`config.mk`:
```
export PLATFORM = sky130hd
export DESIGN_NAME = seq_add_sub
export DESIGN_NICKNAME = d
export VERILOG_FILES = /design/src/rtl/seq_add_sub_pkg.sv /design/src/rtl/seq_add_sub_digit_adder.sv /design/src/rtl/seq_add_sub.sv
export SDC_FILE = /design/constraint.sdc
export NUM_CORES = 1
export LEC_CHECK = 0
export CORE_MARGIN = 5
export CORE_UTILIZATION = 46
export DETAILED_ROUTE_END_ITERATION = 10
export MAX_ROUTING_LAYER = met4
export PLACE_DENSITY = 0.76
export SLEW_MARGIN = 20
export SYNTH_ARGS = -nofsm -noshare
export SYNTH_HDL_FRONTEND = slang
export SYNTH_SLANG_ARGS = --single-unit
```
`constraint.sdc`:
```
create_clock -name clk -period 2 [get_ports clk]
set_input_delay 0.3 -clock clk [delete_from_list [all_inputs] [get_ports clk]]
set_output_delay 0.3 -clock clk [all_outputs]
set_load 0.01 [all_outputs]
```
`src/rtl/seq_add_sub_pkg.sv`:
```
// Shared types and constants for the digit-serial signed adder/subtractor.
// The saturation limits are computed from WIDTH so every instance shares one definition.
package seq_add_sub_pkg;

  typedef enum logic [1:0] {
    ST_IDLE = 2'd0,
    ST_RUN  = 2'd1,
    ST_DONE = 2'd2
  } state_e;

  localparam int DEF_WIDTH = 16;
  localparam int DEF_DIGIT = 4;
  localparam int MAX_W     = 64;

  // Most-negative value (100..0) in the low w bits.
  function automatic logic [MAX_W-1:0] sat_neg(input int w);
    logic [MAX_W-1:0] r;
    r        = '0;
    r[w-1]   = 1'b1;
    return r;
  endfunction

  // Most-positive value (011..1) in the low w bits.
  function automatic logic [MAX_W-1:0] sat_pos(input int w);
    return sat_neg(w) - {{(MAX_W-1){1'b0}}, 1'b1};
  endfunction

endpackage

```
`src/rtl/seq_add_sub_digit_adder.sv`:
```
// Combinational DIGIT-bit ripple adder; the top reuses one instance for every digit.
module digit_adder #(
  parameter int DIGIT = 4
) (
  input  logic [DIGIT-1:0] a_i,
  input  logic [DIGIT-1:0] b_i,
  input  logic             c_i,
  output logic [DIGIT-1:0] s_o,
  output logic             c_o
);

  assign {c_o, s_o} = {1'b0, a_i} + {1'b0, b_i} + {{DIGIT{1'b0}}, c_i};

endmodule

```
`src/rtl/seq_add_sub.sv`:
```
// Digit-serial signed adder/subtractor: DIGIT bits per clock, LSB digit first,
// with optional saturation and a start/busy/done handshake.
module seq_add_sub
  import seq_add_sub_pkg::*;
#(
  parameter int WIDTH = DEF_WIDTH,
  parameter int DIGIT = DEF_DIGIT
) (
  input  logic             clk,
  input  logic             reset,
  input  logic             start,
  input  logic             sub,
  input  logic             sat,
  input  logic             c_in,
  input  logic [WIDTH-1:0] a,
  input  logic [WIDTH-1:0] b,
  output logic             busy,
  output logic             done,
  output logic [WIDTH-1:0] sum,
  output logic             overflow,
  output logic             c_out,
  output logic [1:0]       dbg_state
);

  localparam int N     = WIDTH / DIGIT;
  localparam int CNT_W = (N > 1) ? $clog2(N) : 1;
  localparam int SR_W  = (N > 1) ? WIDTH - DIGIT : 1;
  localparam logic [CNT_W-1:0] LAST      = CNT_W'(N - 1);
  localparam logic [MAX_W-1:0] SAT_NEG_W = sat_neg(WIDTH);
  localparam logic [MAX_W-1:0] SAT_POS_W = sat_pos(WIDTH);
  localparam logic [WIDTH-1:0] SAT_NEG   = SAT_NEG_W[WIDTH-1:0];
  localparam logic [WIDTH-1:0] SAT_POS   = SAT_POS_W[WIDTH-1:0];

  if (DIGIT < 1 || (WIDTH % DIGIT) != 0 || WIDTH > MAX_W) begin : g_bad_params
    $fatal(1, "seq_add_sub: WIDTH must be a multiple of DIGIT (DIGIT >= 1, WIDTH <= MAX_W)");
  end

  state_e             state_q, state_d;
  logic [WIDTH-1:0]   a_q, a_d, b_q, b_d;
  logic [SR_W-1:0]    sr_q, sr_d;
  logic [CNT_W-1:0]   cnt_q, cnt_d;
  logic               carry_q, carry_d;
  logic               sat_q, sat_d;
  logic               a_msb_q, a_msb_d, b_msb_q, b_msb_d;
  logic [WIDTH-1:0]   sum_q, sum_d;
  logic               ovf_q, ovf_d, cout_q, cout_d;

  logic [DIGIT-1:0]   slice_s;
  logic               slice_c;
  logic [WIDTH-1:0]   raw;
  logic [SR_W-1:0]    sr_next;
  logic               raw_ovf;

  digit_adder #(.DIGIT(DIGIT)) u_digit (
    .a_i (a_q[DIGIT-1:0]),
    .b_i (b_q[DIGIT-1:0]),
    .c_i (carry_q),
    .s_o (slice_s),
    .c_o (slice_c)
  );

  // Result digits enter from the MSB side; after N digits raw holds the full word.
  if (N > 1) begin : g_multi
    assign raw     = {slice_s, sr_q};
    assign sr_next = raw[WIDTH-1:DIGIT];
  end else begin : g_single
    assign raw     = slice_s;
    assign sr_next = '0;
  end

  assign raw_ovf = (a_msb_q == b_msb_q) && (raw[WIDTH-1] != a_msb_q);

  // Handshake: start is sampled only in IDLE or DONE; busy is high for the N
  // digit cycles; done pulses for one cycle when sum/overflow/c_out are fresh.
  // Subtract mode is folded into b_eff and the initial carry at acceptance.
  always_comb begin
    state_d = state_q;
    a_d     = a_q;
    b_d     = b_q;
    sr_d    = sr_q;
    cnt_d   = cnt_q;
    carry_d = carry_q;
    sat_d   = sat_q;
    a_msb_d = a_msb_q;
    b_msb_d = b_msb_q;
    sum_d   = sum_q;
    ovf_d   = ovf_q;
    cout_d  = cout_q;
    case (state_q)
      ST_IDLE, ST_DONE: begin
        state_d = ST_IDLE;
        if (start) begin
          state_d = ST_RUN;
          a_d     = a;
          b_d     = sub ? ~b : b;
          carry_d = sub ? 1'b1 : c_in;
          sat_d   = sat;
          a_msb_d = a[WIDTH-1];
          b_msb_d = sub ? ~b[WIDTH-1] : b[WIDTH-1];
          cnt_d   = '0;
          sr_d    = '0;
        end
      end
      ST_RUN: begin
        a_d     = a_q >> DIGIT;
        b_d     = b_q >> DIGIT;
        carry_d = slice_c;
        sr_d    = sr_next;
        cnt_d   = cnt_q + CNT_W'(1);
        if (cnt_q == LAST) begin
          state_d = ST_DONE;
          sum_d   = (sat_q && raw_ovf) ? (a_msb_q ? SAT_NEG : SAT_POS) : raw;
          ovf_d   = raw_ovf;
          cout_d  = slice_c;
        end
      end
      default: state_d = ST_IDLE;
    endcase
  end

  always_ff @(posedge clk or posedge reset) begin
    if (reset) begin
      state_q <= ST_IDLE;
      a_q     <= '0;
      b_q     <= '0;
      sr_q    <= '0;
      cnt_q   <= '0;
      carry_q <= 1'b0;
      sat_q   <= 1'b0;
      a_msb_q <= 1'b0;
      b_msb_q <= 1'b0;
      sum_q   <= '0;
      ovf_q   <= 1'b0;
      cout_q  <= 1'b0;
    end else begin
      state_q <= state_d;
      a_q     <= a_d;
      b_q     <= b_d;
      sr_q    <= sr_d;
      cnt_q   <= cnt_d;
      carry_q <= carry_d;
      sat_q   <= sat_d;
      a_msb_q <= a_msb_d;
      b_msb_q <= b_msb_d;
      sum_q   <= sum_d;
      ovf_q   <= ovf_d;
      cout_q  <= cout_d;
    end
  end

  assign busy      = (state_q == ST_RUN);
  assign done      = (state_q == ST_DONE);
  assign sum       = sum_q;
  assign overflow  = ovf_q;
  assign c_out     = cout_q;
  assign dbg_state = state_q;

endmodule
```
; ---- After elaboration in Yosys (flattened, before gate mapping)
; Cells that the tools add are included.
[word_totals]
ff_bits = 70
in_bits = 38
output_inout_bits = 22
word_cells = 50
[classes]
add_sub_neg = 3
n_eq_ne = 7
mux = 18
bitwise_logic = 2
n_reduce_logical = 8
[op_table]
columns = op, n
row1 = two-way mux 16 bit, 5
row2 = one-hot mux 16 bit (2 select lines), 2
row3 = one-hot mux 12 bit (2 select lines), 1
row4 = NOT 16 bit, 1
row5 = two-way mux 12 bit, 1
row6 = one-hot mux 2 bit (2 select lines), 2
row7 = AND reduction 2 bit, 3
row8 = adder 4 x 4 -> 5 bit, 1
row9 = adder 5 x 1 -> 5 bit, 1
row10 = "equality test 2 bit, second input constant", 2
row11 = two-way mux 1 bit, 4
row12 = two-way mux 2 bit, 2
row13 = "adder 2 x 1 -> 2 bit, second input constant", 1
row14 = "equality test 2 x 1 -> 1 bit, second input constant", 1
row15 = logical AND 1 bit, 2
row16 = zero test 2 bit, 1
row17 = "!= test 2 x 1 -> 1 bit, second input constant", 1
row18 = "!= test 2 bit, second input constant", 1
row19 = one-hot mux 1 bit (2 select lines), 1
row20 = nonzero test 2 bit, 1
row21 = OR reduction 2 bit, 1
row22 = equality test 1 bit, 1
row23 = != test 1 bit, 1
row24 = NOT 1 bit, 1

; ---- Depth between registers and ports, before layout
; Gate-level depths: netlist (run 1).
[logic_depth]
depth_word = 6
depth_mapped = 8
mapped_depth_nobuf = 7

; ---- By module
; A second synthesis (run 1) with hierarchy kept.
[hier_totals]
cells_unflattened = 286
area_unflattened_um2 = 3135.5
[by_module_without_submodules]
columns = module, n_inst, cells_per_inst, area_per_inst_um2, seq_area_each_um2
row1 = seq_add_sub, 1, 270, 2991.6, 1751.7
row2 = digit_adder, 1, 16, 143.9, 0.0

; ---- Worst setup path before layout (run 1)
; OpenSTA, ideal clock, no wires.
[synth_path]
path_kind = flip-flop to flip-flop
from = register a_q[0]
to = register sum_q[0], in the netlist sum[0]
arrival_time_ns = 1.935
setup_slack_ns = -0.058
stages_incl_launch_ff = 7
period_less_slack_ns = 2.058
path_cell_list = dfrtp_1 > fa_1 > a21o_1 > a211oi_2 > o41ai_4 > buf_6 > o221a_1
[synth_via]
elab_chain_cells = 6
[synth_lines]
columns = element, line
row1 = start: declaration, seq_add_sub.sv:39  ; logic [WIDTH-1:0] a_q, a_d, b_q, b_d;
row2 = start signal: assignment, seq_add_sub.sv:124  ; a_q <= '0;
row3 = start signal: assignment, seq_add_sub.sv:137  ; a_q <= a_d;
row4 = adder 4 x 4 -> 5 bit, seq_add_sub_digit_adder.sv:12  ; assign {c_o, s_o} = {1'b0, a_i} + {1'b0, b_i} + {{DIGIT{1'b0}}, c_i};
row5 = adder 5 x 1 -> 5 bit, seq_add_sub_digit_adder.sv:12
row6 = != test 1 bit, seq_add_sub.sv:71  ; assign raw_ovf = (a_msb_q == b_msb_q) && (raw[WIDTH-1] != a_msb_q);
row7 = logical AND 1 bit, seq_add_sub.sv:71
row8 = logical AND 1 bit, seq_add_sub.sv:112  ; sum_d = (sat_q && raw_ovf) ? (a_msb_q ? SAT_NEG : SAT_POS) : raw;
row9 = two-way mux 16 bit, seq_add_sub.sv:112
row10 = end signal: assignment, seq_add_sub.sv:145  ; sum_q <= sum_d;
row11 = end: declaration, seq_add_sub.sv:45  ; logic [WIDTH-1:0] sum_q, sum_d;
; Every way passes these cells.
; A chain may end at the register's enable or synchronous reset.

; ---- Worst setup path after layout (run 1)
[layout_path]
from = register a_q[0]
to = register sum_q[10], in the netlist sum[10]
; The elaborated chain is that of the path after synthesis.

==> results of run 1 <==
[cells in the final DEF (no fill, tap or decap), types with 2 or more instances in the layout]
| cell | n |
|---|---|
| a21oi_1 | 2 |
| a221o_1 | 13 |
| a22o_1 | 15 |
| a22oi_1 | 11 |
| buf_12 | 3 |
| buf_4 | 13 |
| clkbuf_8 | 9 |
| clkdlybuf4s50_1 | 58 |
| clkinv_4 | 2 |
| dfrtp_1 | 70 |
| ha_1 | 4 |
| inv_1 | 7 |
| inv_6 | 2 |
| nand2_1 | 41 |
| nand2b_1 | 3 |
| nand4_1 | 2 |
| nor2_1 | 13 |
| nor2b_1 | 2 |
| o211ai_1 | 2 |
| o21ai_0 | 7 |
| o21ai_1 | 2 |
| o221a_1 | 9 |
| o221a_2 | 5 |
| o31ai_1 | 2 |
| xnor2_1 | 16 |
[how the worst min path moves through the flow]
stage | start | endpoint | depth (start not counted)
3_3_place_gp | a_q[6] | a_q[6] | 2
5_1_grt | reset | sum[11] | 3
3_5_place_dp | a_q[4] | a_q[4] | 2
2_1_floorplan | sat | sat_q | 2
4_1_cts | reset | sum[8] | 3
6_report | reset | sum[11] | 3
[power breakdown]
group	leakage, uW	switching, uW	internal (uW)
Clock	0.000106	578	595
Sequential	0.000867	443	2070
Combinational	0.000839	1510	1670
Total	0.00181	2530	4340
[worst max-delay path: stages, from the launching register on]
cell and delay [ps]:
dfrtp_1 410, fa_2 430, a21o_1 210, a211oi_4 260
o41ai_4 130, buf_12 170, o221a_2 240
[registers in the layout, indices dropped and copies added, names as in the netlist]
signal / cells
a_msb_q: 1
a_q: 16
b_msb_q: 1
b_q: 16
c_out: 1
carry_q: 1
cnt_q: 2
dbg_state: 2
overflow: 1
sat_q: 1
sr_q: 12
sum: 16
[metrics by stage]
stage	area [um2]	std cells	util	power, uW
finish	4100	420	0.614	6870
global route	4100	420	0.614	7320
CTS	4100	420	0.614	6940
detailed placement	3890	403	0.582	5700
global placement	3890	403	0.582	5560
floorplan	3130	268	-	4480
[layout make-up]
cell class                      count  area (um2)
Inverter                            9        37.5
Clock inverter                      7        81.3
Multi-Input combinational cell    170        1260
Timing Repair Buffer               75         751
Clock buffer                        9         124
Sequential cell                    70        1750
Tap cell                           80         100
Fill cell                         537        2580
[cells by family (layout without fill, tap and decap cells)]
group / count (synthesis) / after routing
AOI/OAI and AO/OA: 80 / 80
xor gates and xnor gates: 17 / 17
adders and majority gates: 6 / 6
buffers and inverters: 28 / 100
DFF: 70 / 70
and+or+nand+nor: 67 / 67
[what timing repair did]
item                       CTS  global route
setup endpoints to repair   13             7
buffers inserted             1             0
pin swaps                    1             1
gates resized for setup      1             1
[routing by layer]
layer / share of wire / routed length, um / GRT usage / up-vias
met5: 0 / 0 / - / -
met4: 0.012 / 81 / 0.0619 / 0
met3: 0.056 / 363 / 0.0422 / 7
met2: 0.48 / 3160 / 0.258 / 70
met1: 0.45 / 2930 / 0.207 / 1166
li1: - / - / - / 1114
==> reports/results.txt, run 1 <==
Outcome: completed
Crit Path Category: register to register
Post-synth top cells: dfrtp_1, nand2_1, xnor2_1
Die Y-Extent: 92.3 um
Horiz. Die Dim: 92.3 um
Worst reg2reg setup slack: 40 ps
DR pass1 iterations: 4
# diodes: 0
Synth Instances: 268
Worst Skew: 11.1 ps
Total track usage: 0.165
Post-synthesis net count: 312
DR vias/cell: 5.61
Main synth FF type: dfrtp_1
Period minus WS final: 1960 ps
Nature of the critical path startpoint: register
Port Buffers: 59
Final-report setup violation count: 0
Starting Density: 0.466
Max_cap viols: 0
Final setup margin: 37.7 ps
TritonCTS clock tree: yes
Main combinational cell family by area after synthesis: compound AO/OA/AOI/OAI gates
Worst Tran Pin Value: 986 ps
Largest net degree at the start of global routing: 71
RSZ-0062 raised after global routing: false
Count of final max-slew check failures: 0
EDFF count, synth: 0
Post-synth design cell area: 0.00312 mm2
Hold buffers post-CTS: 0
Syn Area/Cell: 11.6 um2
FFs w/ async S/R, synth: 1.00
Synth Area in Simple Gates: 0.0919
Mux cell area share after synthesis: 0
Arrival @ worst endpoint: 2200 ps
Cell with the most instances after synthesis: dfrtp_1
Setup_tns: 0 ps
Netlist cell types: 44
Core area: 0.00668 mm2
Synth Register Bits: 70
Total wire length: 6540 um
First-pass GRT wire length: 10,900 um
Compound-Gate Fraction of Synth Area: 0.230
P_leak: 0.00181 uW
Yosys warning total: 0
Post-Place Worst Slack: -25.1 ps
WL per Instance: 15.6 um
Clock sink total: 70
Post-DRT Antenna Nets: 0
Critical path endpoint: sum[10]
Gr ovfl total: 0
Worst Setup SP: a_q[0]
Final Hold Viols: 0
Starting DRC count in detailed routing: 86
Reg-to-Reg End: sum[10]
Layout Nets: 379
Worst r2r src: a_q[0]
Reg2Reg Depth: 6
Period utilization: 0.981
Power Density: 1670 mW/mm2
Worst path required time: 2230 ps
Num ports: 60
Share of the synthesized area in the top cell type: 0.562
CTS root buf: clkbuf_8
Max Buffers Root-to-Sink: 2
Worst Hold Class: input port to async pin
Layout cells sized above 1: 0.141
Via count: 2,357
Antenna violations before repair: 0
Area Overhead vs Synth: 31.7%
Final hold slack: 375 ps
CP endpoint kind: register
Area share of fa/ha/maj cells after synthesis: 0.0289
H-tree depth: 3
CP Max Fanout: 15
Top cells by area, synth: dfrtp_1, nand2_1, xnor2_1
Xor and xnor area share after synthesis: 0.0478
# rows: 30
Area of the die: 0.00852 mm2
CTS Buf Count: 9
CTS clk-pin slew, worst paths: 80 ps
VDD IR max: 0.627 mV
Residual DRC: 0
Clk_lat worst skew: 350 ps
Post-synthesis sequential area ratio: 0.562
Max_slew headroom: 0.341
Final RePlAce weighted congestion: 0.878
Number of global-route vias before repair: 2,301
Largest area contributor in the netlist: dfrtp_1
Max Fclk: 510 MHz
Post-DP HPWL: 4650 um
Power figures use the tool's default switching activity.
==> run 2, diff against run 1 <==
- SETUP_SLACK_MARGIN: unset -> 0.15
==> reports/results.txt, run 2 (synthesized netlist as in run 1, its figures left out) <==
Power Density: 1700 mW/mm2 (+1.5%)
Max Fclk: 509 MHz (-0.19%)
Core area: 0.00668 mm2 (unchanged)
CTS Buf Count: 9 (unchanged)
Layout Nets: 379 (unchanged)
Starting DRC count in detailed routing: 136 (+58%)
Count of final max-slew check failures: 0 (unchanged)
VDD IR max: 0.742 mV (+18%)
# diodes: 0 (unchanged)
Number of global-route vias before repair: 2,262 (-1.7%)
Crit Path Category: register to register
Residual DRC: 0 (unchanged)
DR pass1 iterations: 5 (+1)
Num ports: 60 (unchanged)
RSZ-0062 raised after global routing: true
Nature of the critical path startpoint: register
Multi-input gate area: 0.00126 mm2 (+0.30%)
Fillers: 539 (+0.37%)
Period minus WS final: 1970 ps (+3.69 ps)
Post-DP HPWL: 4560 um (-1.9%)
Worst reg2reg setup slack: 30 ps (about the same)
Starting Density: 0.466 (unchanged)
Worst Skew: 15.7 ps (+4.60 ps)
Largest net degree at the start of global routing: 71 (unchanged)
Max Used Layer: met4
H-tree depth: 3 (unchanged)
Clk_lat worst skew: 360 ps (about the same)
CTS root buf: clkbuf_8
Horiz. Die Dim: 92.3 um (unchanged)
Via count: 2,322 (-1.5%)
Period utilization: 0.983 (+0.00184)
Area of the die: 0.00852 mm2 (unchanged)
Area Overhead vs Synth: 32.8%
Total track usage: 0.167 (+0.00275)
Setup_tns: 0 ps (unchanged)
Final-report setup violation count: 0 (unchanged)
CTS clk-pin slew, worst paths: 80 ps (about the same)
Layout cells sized above 1: 0.147 (+0.00588)
Final Hold Viols: 0 (unchanged)
Resized Gates After CTS: 1 (unchanged)
Outcome: completed
Most common cell after layout, fill and taps aside: dfrtp_1
Commonest non-fill, non-tap cells in the layout: dfrtp_1, clkdlybuf4s50_1, nand2_1
Clock sink total: 70 (unchanged)
Power, Total: 7030 uW (+2.3%)
WL met3: 355 um (-2.2%)
Arrival @ worst endpoint: 2190 ps (about the same)
Sequential Area: 0.00175 mm2 (unchanged)
Routed length on met1: 3030 um (+3.6%)
Worst Tran Pin Value: 624 ps (-363 ps)
CP Max Fanout: 15 (unchanged)
Hold buffers post-CTS: 0 (unchanged)
Total wire length: 6730 um (+3.0%)
Die Y-Extent: 92.3 um (unchanged)
CP endpoint kind: register
Max Buffers Root-to-Sink: 2 (unchanged)
WL per Instance: 16.0 um (+3.0%)
Post-CTS setup buffer count: 0 (-1)
# rows: 30 (unchanged)
First-pass GRT wire length: 10,900 um (+0.26%)
Worst Hold Class: input port to async pin
Gr ovfl total: 0 (unchanged)
Max_cap viols: 0 (unchanged)
TritonCTS clock tree: yes
Worst path required time: 2230 ps (about the same)
DR vias/cell: 5.53 (-1.5%)
Final RePlAce weighted congestion: 0.821 (-6.4%)
Worst r2r src: carry_q
Max_slew headroom: 0.584 (+0.243)
Port Buffers: 59 (unchanged)
Worst Setup SP: carry_q
Met2 routed wirelength: 3250 um (+2.9%)
Post-DRT Antenna Nets: 0 (unchanged)
Antenna violations before repair: 0 (unchanged)
P_leak: 0.00181 uW (-0.15%)
==> run 2: power breakdown <==
part           internal [uW]  total, uW  switching, uW
registers               2070       2510            444
clock network            719       1290            570
logic                   1680       3230           1550
total                   4470       7030           2570
==> run 2: through the flow <==
step	instance area [um2]	hold slack (ps)	util	worst slack, ps	std cells
2_1_floorplan	3130	405	-	100	268
3_3_place_gp	3900	457	0.584	112	404
3_5_place_dp	3900	463	0.584	81.4	404
4_1_cts	4130	395	0.618	46.9	420
5_1_grt	4140	431	0.619	4.81	420
6_report	4140	392	0.619	34.0	420
==> run 2: critical path, stage by stage (launching register included) <==
cell	delay, ps
dfrtp_1	410
fa_2	430
a21o_1	240
a211oi_4	270
o41ai_4	100
buf_12	170
o221a_2	240
==> run 2: path summary, 6_finish.rpt <==
| path | end | depth (start not counted) |
|---|---|---|
| worst max register to register | sum[11] | 6 |
| max in group asynchronous | sum[11] | 3 |
| min in group clk | a_q[9] | 2 |
| worst min-delay path | b_msb_q | 3 |
| worst max-delay path | sum[11] | 6 |
| worst min register to register | a_q[9] | 2 |
==> run 2: final cells by class <==
class | count | share of cell area
Inverter | 9 | 0.00907
Multi-Input combinational cell | 170 | 0.305
Clock buffer | 9 | 0.0299
Tap cell | 80 | 0.0242
Sequential cell | 70 | 0.423
Clock inverter | 7 | 0.0251
Timing Repair Buffer | 75 | 0.183
==> run 2: metal layers <==
layer / track usage / vias to the layer above
li1: - / 1111
met3: 0.0349 / 10
met2: 0.260 / 72
met1: 0.216 / 1129
met4: 0.0668 / 0
met5: - / -
